[config.mk]
export PLATFORM = sky130hd
export DESIGN_NAME = alimentador_mult8b
export DESIGN_NICKNAME = d
export VERILOG_FILES = /design/src/rtl/alimentador_mult8b.sv
export SDC_FILE = /design/constraint.sdc
export NUM_CORES = 1
export LEC_CHECK = 0
export ABC_AREA = 1
export CAP_MARGIN = 20
export CORE_AREA = 2 2 79 119
export DETAILED_ROUTE_END_ITERATION = 10
export DIE_AREA = 0 0 81 121
export GPL_TIMING_DRIVEN = 0
export PLACE_DENSITY_LB_ADDON = 0.05
export SYNTH_ARGS = -nofsm -noshare
export SYNTH_HDL_FRONTEND = slang
export SYNTH_SLANG_ARGS = --single-unit
[constraint.sdc]
create_clock -name CLK -period 2.3 [get_ports CLK]
set_clock_uncertainty 0.2 [all_clocks]
set_input_delay 0.46 -clock CLK [delete_from_list [all_inputs] [get_ports CLK]]
set_output_delay 0.46 -clock CLK [all_outputs]
set_load 0.02 [all_outputs]
[src/rtl/alimentador_mult8b.sv]
// Operand FIFO + issue/collect FSM feeding an external 8x8 multiplier, one operation in flight.
// Optional WAIT watchdog enabled by defining MULT_TIMEOUT_EN.
module alimentador_mult8b #(
  parameter int DEPTH          = 4,
  parameter int TIMEOUT_CYCLES = 32
) (
  input  logic                    CLK,
  input  logic                    RST_N,
  input  logic                    IN_VALID,
  output logic                    IN_READY,
  input  logic [7:0]              IN_A,
  input  logic [7:0]              IN_B,
  output logic                    OUT_VALID,
  input  logic                    OUT_READY,
  output logic [15:0]             OUT_RES,
  output logic                    OUT_ERR,
  output logic                    MUL_START,
  output logic [7:0]              MUL_A,
  output logic [7:0]              MUL_B,
  input  logic                    MUL_DONE,
  input  logic [15:0]             MUL_RES,
  output logic                    BUSY,
  output logic [$clog2(DEPTH):0]  COUNT,
  output logic [1:0]              DBG_STATE
);

  localparam int AW = $clog2(DEPTH);
  localparam logic [AW:0]   FULL    = (AW+1)'(DEPTH);
  localparam logic [AW:0]   CNT_ONE = (AW+1)'(1);
  localparam logic [AW-1:0] PTR_ONE = AW'(1);

  localparam logic [1:0] S_IDLE  = 2'd0;
  localparam logic [1:0] S_ISSUE = 2'd1;
  localparam logic [1:0] S_WAIT  = 2'd2;

  if (DEPTH < 2 || (DEPTH & (DEPTH - 1)) != 0 || TIMEOUT_CYCLES < 1) begin : g_bad_cfg
    $error("alimentador_mult8b: DEPTH must be a power of two >= 2, TIMEOUT_CYCLES >= 1");
  end

  logic [15:0]   fifo_mem [DEPTH];
  logic [AW-1:0] wr_ptr, rd_ptr;
  logic [AW:0]   count;
  logic [1:0]    state;
  logic          push, pop, load_ok, load_err;
  logic          out_valid;
  logic [15:0]   out_res;

  // Both ports use valid/ready: a transfer happens on a rising CLK edge where
  // valid and ready are both high; valid never waits on ready, and IN_READY is
  // a function of the registered occupancy only.
  assign IN_READY  = (count < FULL);
  assign push      = IN_VALID && IN_READY;
  assign pop       = (state == S_IDLE) && (count != '0) && (!out_valid || OUT_READY);
  assign load_ok   = (state == S_WAIT) && MUL_DONE;

  assign OUT_VALID = out_valid;
  assign OUT_RES   = out_res;
  assign MUL_START = (state == S_ISSUE);
  assign BUSY      = (state != S_IDLE);
  assign COUNT     = count;
  assign DBG_STATE = state;

  always_ff @(posedge CLK) begin
    if (push) fifo_mem[wr_ptr] <= {IN_A, IN_B};
  end

  always_ff @(posedge CLK or negedge RST_N) begin
    if (!RST_N) begin
      wr_ptr    <= '0;
      rd_ptr    <= '0;
      count     <= '0;
      state     <= S_IDLE;
      MUL_A     <= '0;
      MUL_B     <= '0;
      out_valid <= 1'b0;
      out_res   <= '0;
    end else begin
      if (push) wr_ptr <= wr_ptr + PTR_ONE;
      if (pop) begin
        rd_ptr <= rd_ptr + PTR_ONE;
        {MUL_A, MUL_B} <= fifo_mem[rd_ptr];
      end
      case ({push, pop})
        2'b10:   count <= count + CNT_ONE;
        2'b01:   count <= count - CNT_ONE;
        default: count <= count;
      endcase

      case (state)
        S_IDLE:  if (pop) state <= S_ISSUE;
        S_ISSUE: state <= S_WAIT;
        S_WAIT:  if (load_ok || load_err) state <= S_IDLE;
        default: state <= S_IDLE;
      endcase

      // A fresh result takes priority over the consumer draining the old one.
      if (load_ok) begin
        out_valid <= 1'b1;
        out_res   <= MUL_RES;
      end else if (load_err) begin
        out_valid <= 1'b1;
        out_res   <= '0;
      end else if (out_valid && OUT_READY) begin
        out_valid <= 1'b0;
      end
    end
  end

`ifdef MULT_TIMEOUT_EN
  localparam int TW = $clog2(TIMEOUT_CYCLES) + 1;
  localparam logic [TW-1:0] TO_LAST = TW'(TIMEOUT_CYCLES - 1);
  localparam logic [TW-1:0] TO_ONE  = TW'(1);

  logic [TW-1:0] wait_cnt;
  logic          out_err;

  // MUL_DONE wins over an expiring watchdog in the same cycle.
  assign load_err = (state == S_WAIT) && !MUL_DONE && (wait_cnt == TO_LAST);
  assign OUT_ERR  = out_err;

  always_ff @(posedge CLK or negedge RST_N) begin
    if (!RST_N) begin
      wait_cnt <= '0;
      out_err  <= 1'b0;
    end else begin
      if (state == S_ISSUE)     wait_cnt <= '0;
      else if (state == S_WAIT) wait_cnt <= wait_cnt + TO_ONE;
      if (load_ok)       out_err <= 1'b0;
      else if (load_err) out_err <= 1'b1;
    end
  end
`else
  assign load_err = 1'b0;
  assign OUT_ERR  = 1'b0;
`endif

endmodule

==> metrics.txt, run 1 <==
# TYPE chip_impl_metric gauge
chip_impl_info{name="run_status",value="completed"} 1
chip_impl_metric{name="timing.critical_path.buf_inv",unit=""} 4
chip_impl_metric{name="grt.overflow.total",unit=""} 0
chip_impl_info{name="yosys-top-cells-count",value="nand2_1, inv_1, edfxtp_1"} 1
chip_impl_metric{name="postSynth.asyncResetShare",unit=""} 0.3962
chip_impl_metric{name="headroom_to_the_max_slew_limit",unit=""} 0.6505
chip_impl_metric{name="tritoncts.num_buffers",unit=""} 9
chip_impl_metric{name="layout.cells.non_filler",unit=""} 663
chip_impl_metric{name="synth_top_area_share",unit=""} 0.4274
chip_impl_metric{name="seqCellArea",unit="um^2"} 2973
chip_impl_info{name="timing.rr.start",value="COUNT[0]$_DFFE_PN0P_"} 1
chip_impl_metric{name="dp.cells",unit=""} 645
chip_impl_metric{name="drv_cap",unit=""} 0
chip_impl_metric{name="synth_area_per_cell",unit="um^2"} 9.927
chip_impl_info{name="synth_top_cell_by_area",value="edfxtp_1"} 1
chip_impl_info{name="critical_path.most_common_cell",value="inv_1"} 1
chip_impl_info{name="timing.critical_path.cells",value="clkdlybuf4s50_1 -> inv_1 -> nand2_2 -> nand2_4 -> nor2_8 -> buf_8 -> ha_1 -> inv_1 -> fa_2 -> nand2_1 -> nand3_1 -> xor2_1"} 1
chip_impl_metric{name="grtUsageMet1",unit=""} 0.2369
chip_impl_info{name="crit_path_start",value="OUT_READY"} 1
chip_impl_metric{name="tritoncts_num_sinks",unit=""} 106
chip_impl_metric{name="final_instance_area",unit="um^2"} 5784
chip_impl_metric{name="final-max-slew-violation-count",unit=""} 0
chip_impl_metric{name="cts_htree_levels",unit=""} 3
chip_impl_metric{name="die_height",unit="um"} 121
chip_impl_metric{name="synth_warnings",unit=""} 0
chip_impl_metric{name="detail_route.first_pass.iterations",unit=""} 4
chip_impl_metric{name="clk_path_buf_depth",unit=""} 2
chip_impl_info{name="hold_start",value="MUL_B[1]$_DFFE_PN0P_"} 1
chip_impl_metric{name="drt.antenna.violating_nets",unit=""} 0
chip_impl_metric{name="antenna_cells",unit=""} 0
chip_impl_metric{name="final_critical_path_share_of_the_clock_period",unit=""} 0.9758
chip_impl_metric{name="insertion_delay_of_the_later_clocked_pin_in_the_worst_skew_pair",unit="ns"} 0.34
chip_impl_metric{name="share_of_the_yosys_chip_area_belonging_to_registers",unit=""} 0.6611
chip_impl_metric{name="postSynthNetCount",unit=""} 496
chip_impl_metric{name="synth_seq_cells",unit=""} 106
chip_impl_metric{name="setup_violations",unit=""} 0
chip_impl_info{name="cts_tree",value="built"} 1
chip_impl_metric{name="post_route_cells_drive_above_1_share",unit=""} 0.08318
chip_impl_metric{name="globalRouteMet2Util",unit=""} 0.3735
chip_impl_info{name="global_route.peak_usage_layer",value="met2"} 1
chip_impl_metric{name="min_delay_path_depth",unit=""} 2
chip_impl_info{name="min-delay-path-class",value="reg2reg"} 1
chip_impl_metric{name="clkTransAtPathRegs",unit="ns"} 0.06
chip_impl_metric{name="dpl_worst_slack",unit="ns"} -0.6043
chip_impl_metric{name="globalRouteMet3Util",unit=""} 0.03274
chip_impl_info{name="timing.critical_path.max_delay_family",value="buffers and inverters"} 1
chip_impl_info{name="worst-setup-path-type",value="in2reg"} 1
chip_impl_metric{name="largest_net_degree_at_the_start_of_global_routing",unit=""} 35
chip_impl_info{name="yosys.cell_count.top_type",value="nand2_1"} 1
chip_impl_metric{name="io_pins",unit=""} 79
chip_impl_metric{name="critical-path-max-stage-delay",unit="ns"} 0.45
chip_impl_metric{name="worst_ep_arrival_time",unit="ns"} 2.28
chip_impl_metric{name="placement.io_buffers",unit=""} 77
chip_impl_metric{name="power.density",unit="nW/um^2"} 1298
chip_impl_metric{name="fp-row-count",unit=""} 42
chip_impl_metric{name="grt_first_pass_wirelength",unit="um"} 14980
chip_impl_metric{name="routedWlPerCell",unit="um"} 13.81
chip_impl_metric{name="synthesis.instances",unit=""} 453
chip_impl_metric{name="floorplan.initialDensity",unit=""} 0.5155
chip_impl_metric{name="drt_iter0_markers",unit=""} 175
chip_impl_metric{name="crit_path_setup_slack_layout",unit="ns"} 0.05576
chip_impl_metric{name="place.gp.congestion",unit=""} 0.7197
chip_impl_metric{name="fp.coreArea",unit="um^2"} 8723
chip_impl_metric{name="detail_route.wirelength",unit="um"} 9156
chip_impl_metric{name="width_of_the_die",unit="um"} 81
chip_impl_metric{name="finalHoldViolations",unit=""} 0
chip_impl_metric{name="depth_of_the_critical_timing_path_with_buffers_and_inverters_included",unit=""} 12
chip_impl_metric{name="final_period_minus_worst_setup_slack",unit="ns"} 2.244
chip_impl_info{name="crit_path_end_kind",value="register"} 1
chip_impl_metric{name="nets",unit=""} 591
chip_impl_metric{name="drt_drc_violations_left",unit=""} 0
chip_impl_metric{name="mappedNetlistArea",unit="um^2"} 4497
chip_impl_metric{name="dpl.hpwl",unit="um"} 6155
chip_impl_metric{name="fmax",unit="GHz"} 0.4456
chip_impl_metric{name="rr_worst_depth",unit=""} 11
chip_impl_metric{name="netlist-cell-type-count",unit=""} 22
chip_impl_metric{name="grt_pass1_vias",unit=""} 3111
chip_impl_metric{name="multi_input_area",unit="um^2"} 1077
chip_impl_metric{name="vdd_drop_max",unit="mV"} 0.6291
chip_impl_info{name="cp-start-kind",value="primary input"} 1
chip_impl_metric{name="fillers",unit=""} 727
chip_impl_metric{name="antenna_violations_before_repair",unit=""} 0
chip_impl_info{name="yosys-top-cells-area",value="edfxtp_1, dfrtp_1, nand2_1"} 1
chip_impl_metric{name="area_growth_synth_to_finish",unit="%"} 28.63
chip_impl_metric{name="timing_worst_slew_pin_value",unit="ns"} 0.5243
chip_impl_metric{name="via_count",unit=""} 3072
chip_impl_metric{name="die_area",unit="um^2"} 9801
chip_impl_metric{name="p_leak",unit="uW"} 0.002754
chip_impl_metric{name="gr-usage-all-layers",unit=""} 0.2098
chip_impl_info{name="synth_flop_type",value="edfxtp_1"} 1
chip_impl_metric{name="timing.critical_path.required",unit="ns"} 2.33
chip_impl_info{name="critPathSlowestCell",value="clkdlybuf4s50_1"} 1
chip_impl_metric{name="placement.cell_area",unit="um^2"} 5490
chip_impl_info{name="ctsRootBufferMaster",value="clkbuf_16"} 1
chip_impl_metric{name="routed_via_density",unit=""} 4.633
chip_impl_metric{name="maximum_net_fanout_on_the_critical_path",unit=""} 10
chip_impl_metric{name="synth_edf_count",unit=""} 64
[registers in the layout, indices dropped and copies added (netlist names)]
signal / cells
fifo_mem: 64
COUNT: 3
rd_ptr: 2
OUT_VALID: 1
wr_ptr: 2
OUT_RES: 16
MUL_A: 8
DBG_STATE: 2
MUL_B: 8
[cells in the final DEF (no fill, tap or decap), drive strengths merged]
master	instances
xnor2	1
nor2	9
o21ai	17
edfxtp	64
inv	98
nand2	158
a21oi	1
dfrtp	42
buf	21
ha	5
o21bai	1
clkinvlp	1
clkinv	5
dlygate4sd3	1
clkdlybuf4s50	76
xor2	3
conb	1
fa	1
clkbuf	12
nand3	36
[cell type report]
class,instances,area share
Sequential cell,106,0.5140
Multi-Input combinational cell,233,0.1862
Timing Repair Buffer,84,0.1493
Inverter,98,0.06360
Clock buffer,10,0.03958
Tap cell,110,0.02379
Buffer,16,0.01774
Clock inverter,6,0.005840
[worst reg2reg max path, stage by stage (launching register included)]
cell and delay (ns):
dfrtp_1 0.38, inv_1 0.09, nand3_1 0.14, inv_2 0.09
nor2_8 0.13, buf_8 0.13, ha_1 0.16, inv_1 0.07
fa_2 0.35, nand2_1 0.09, nand3_1 0.08, xor2_1 0.14
[cells by family (layout without fill, tap and decap cells)]
group	Yosys count	after routing	share of synthesized area
buf+inv	114	214	0.1038
fa+ha+maj	6	6	0.01836
compound gates	19	19	0.02170
flops	106	106	0.6611
simple gates	203	203	0.1864
other cells	1	1	0.0008339
xor+xnor	4	4	0.007792
[routing by layer]
metal  part of all wire  up-vias
met4              0.025        0
met1               0.39     1391
met2               0.52       97
met5                  0        -
li1                   -     1568
met3              0.061       16
[metrics by stage]
stage / TNS (ns) / total power (uW) / hold WS (ns) / util
global placement: -71.18 / 6032 / 0.2609 / 0.6196
floorplan: 0 / 4799 / -0.03559 / -
CTS: 0 / 7587 / 0.2819 / 0.6621
finish: 0 / 7509 / 0.2750 / 0.6631
global route: -0.0001179 / 8082 / 0.3115 / 0.6631
detailed placement: -1.126 / 6177 / 0.1404 / 0.6294
[worst paths after layout]
check                           slack, ns                       to
worst max-delay path                 0.06     COUNT[2]$_DFFE_PN0P_
worst min-delay path                 0.28     MUL_B[1]$_DFFE_PN0P_
worst max register to register       0.13     COUNT[2]$_DFFE_PN0P_
worst min register to register       0.28     MUL_B[1]$_DFFE_PN0P_
max in group asynchronous            1.14     MUL_B[5]$_DFFE_PN0P_
min in group asynchronous            0.30  OUT_RES[13]$_DFFE_PN0P_
[report_power, final]
group | internal, uW | leakage, uW | switching (uW) | total (uW)
Sequential | 2550 | 0.00110 | 230 | 2780
Clock | 724 | 0.000127 | 632 | 1360
Combinational | 1370 | 0.00153 | 2000 | 3370
Total | 4650 | 0.00275 | 2860 | 7510
[timing repair]
item	4_1_cts	5_1_grt
gates resized for setup	2	3
pin swaps	2	0
gates cloned	0	0
setup endpoints to repair	2	2
hold endpoints to repair	8	0
hold buffers	1	0
buffers inserted	1	0
No activity file was read; power rests on OpenSTA's default activity.
==> inputs of run 2 (changes only) <==
--- a/config.mk
+++ b/config.mk
@@ -10,6 +10,7 @@
 export CORE_AREA = 2 2 79 119
 export DETAILED_ROUTE_END_ITERATION = 10
 export DIE_AREA = 0 0 81 121
+export GPL_ROUTABILITY_DRIVEN = 0
 export GPL_TIMING_DRIVEN = 0
 export PLACE_DENSITY_LB_ADDON = 0.05
 export SYNTH_ARGS = -nofsm -noshare
==> results of run 2 <==
The final DEF is identical to that of run 1; final timing and power are the same.
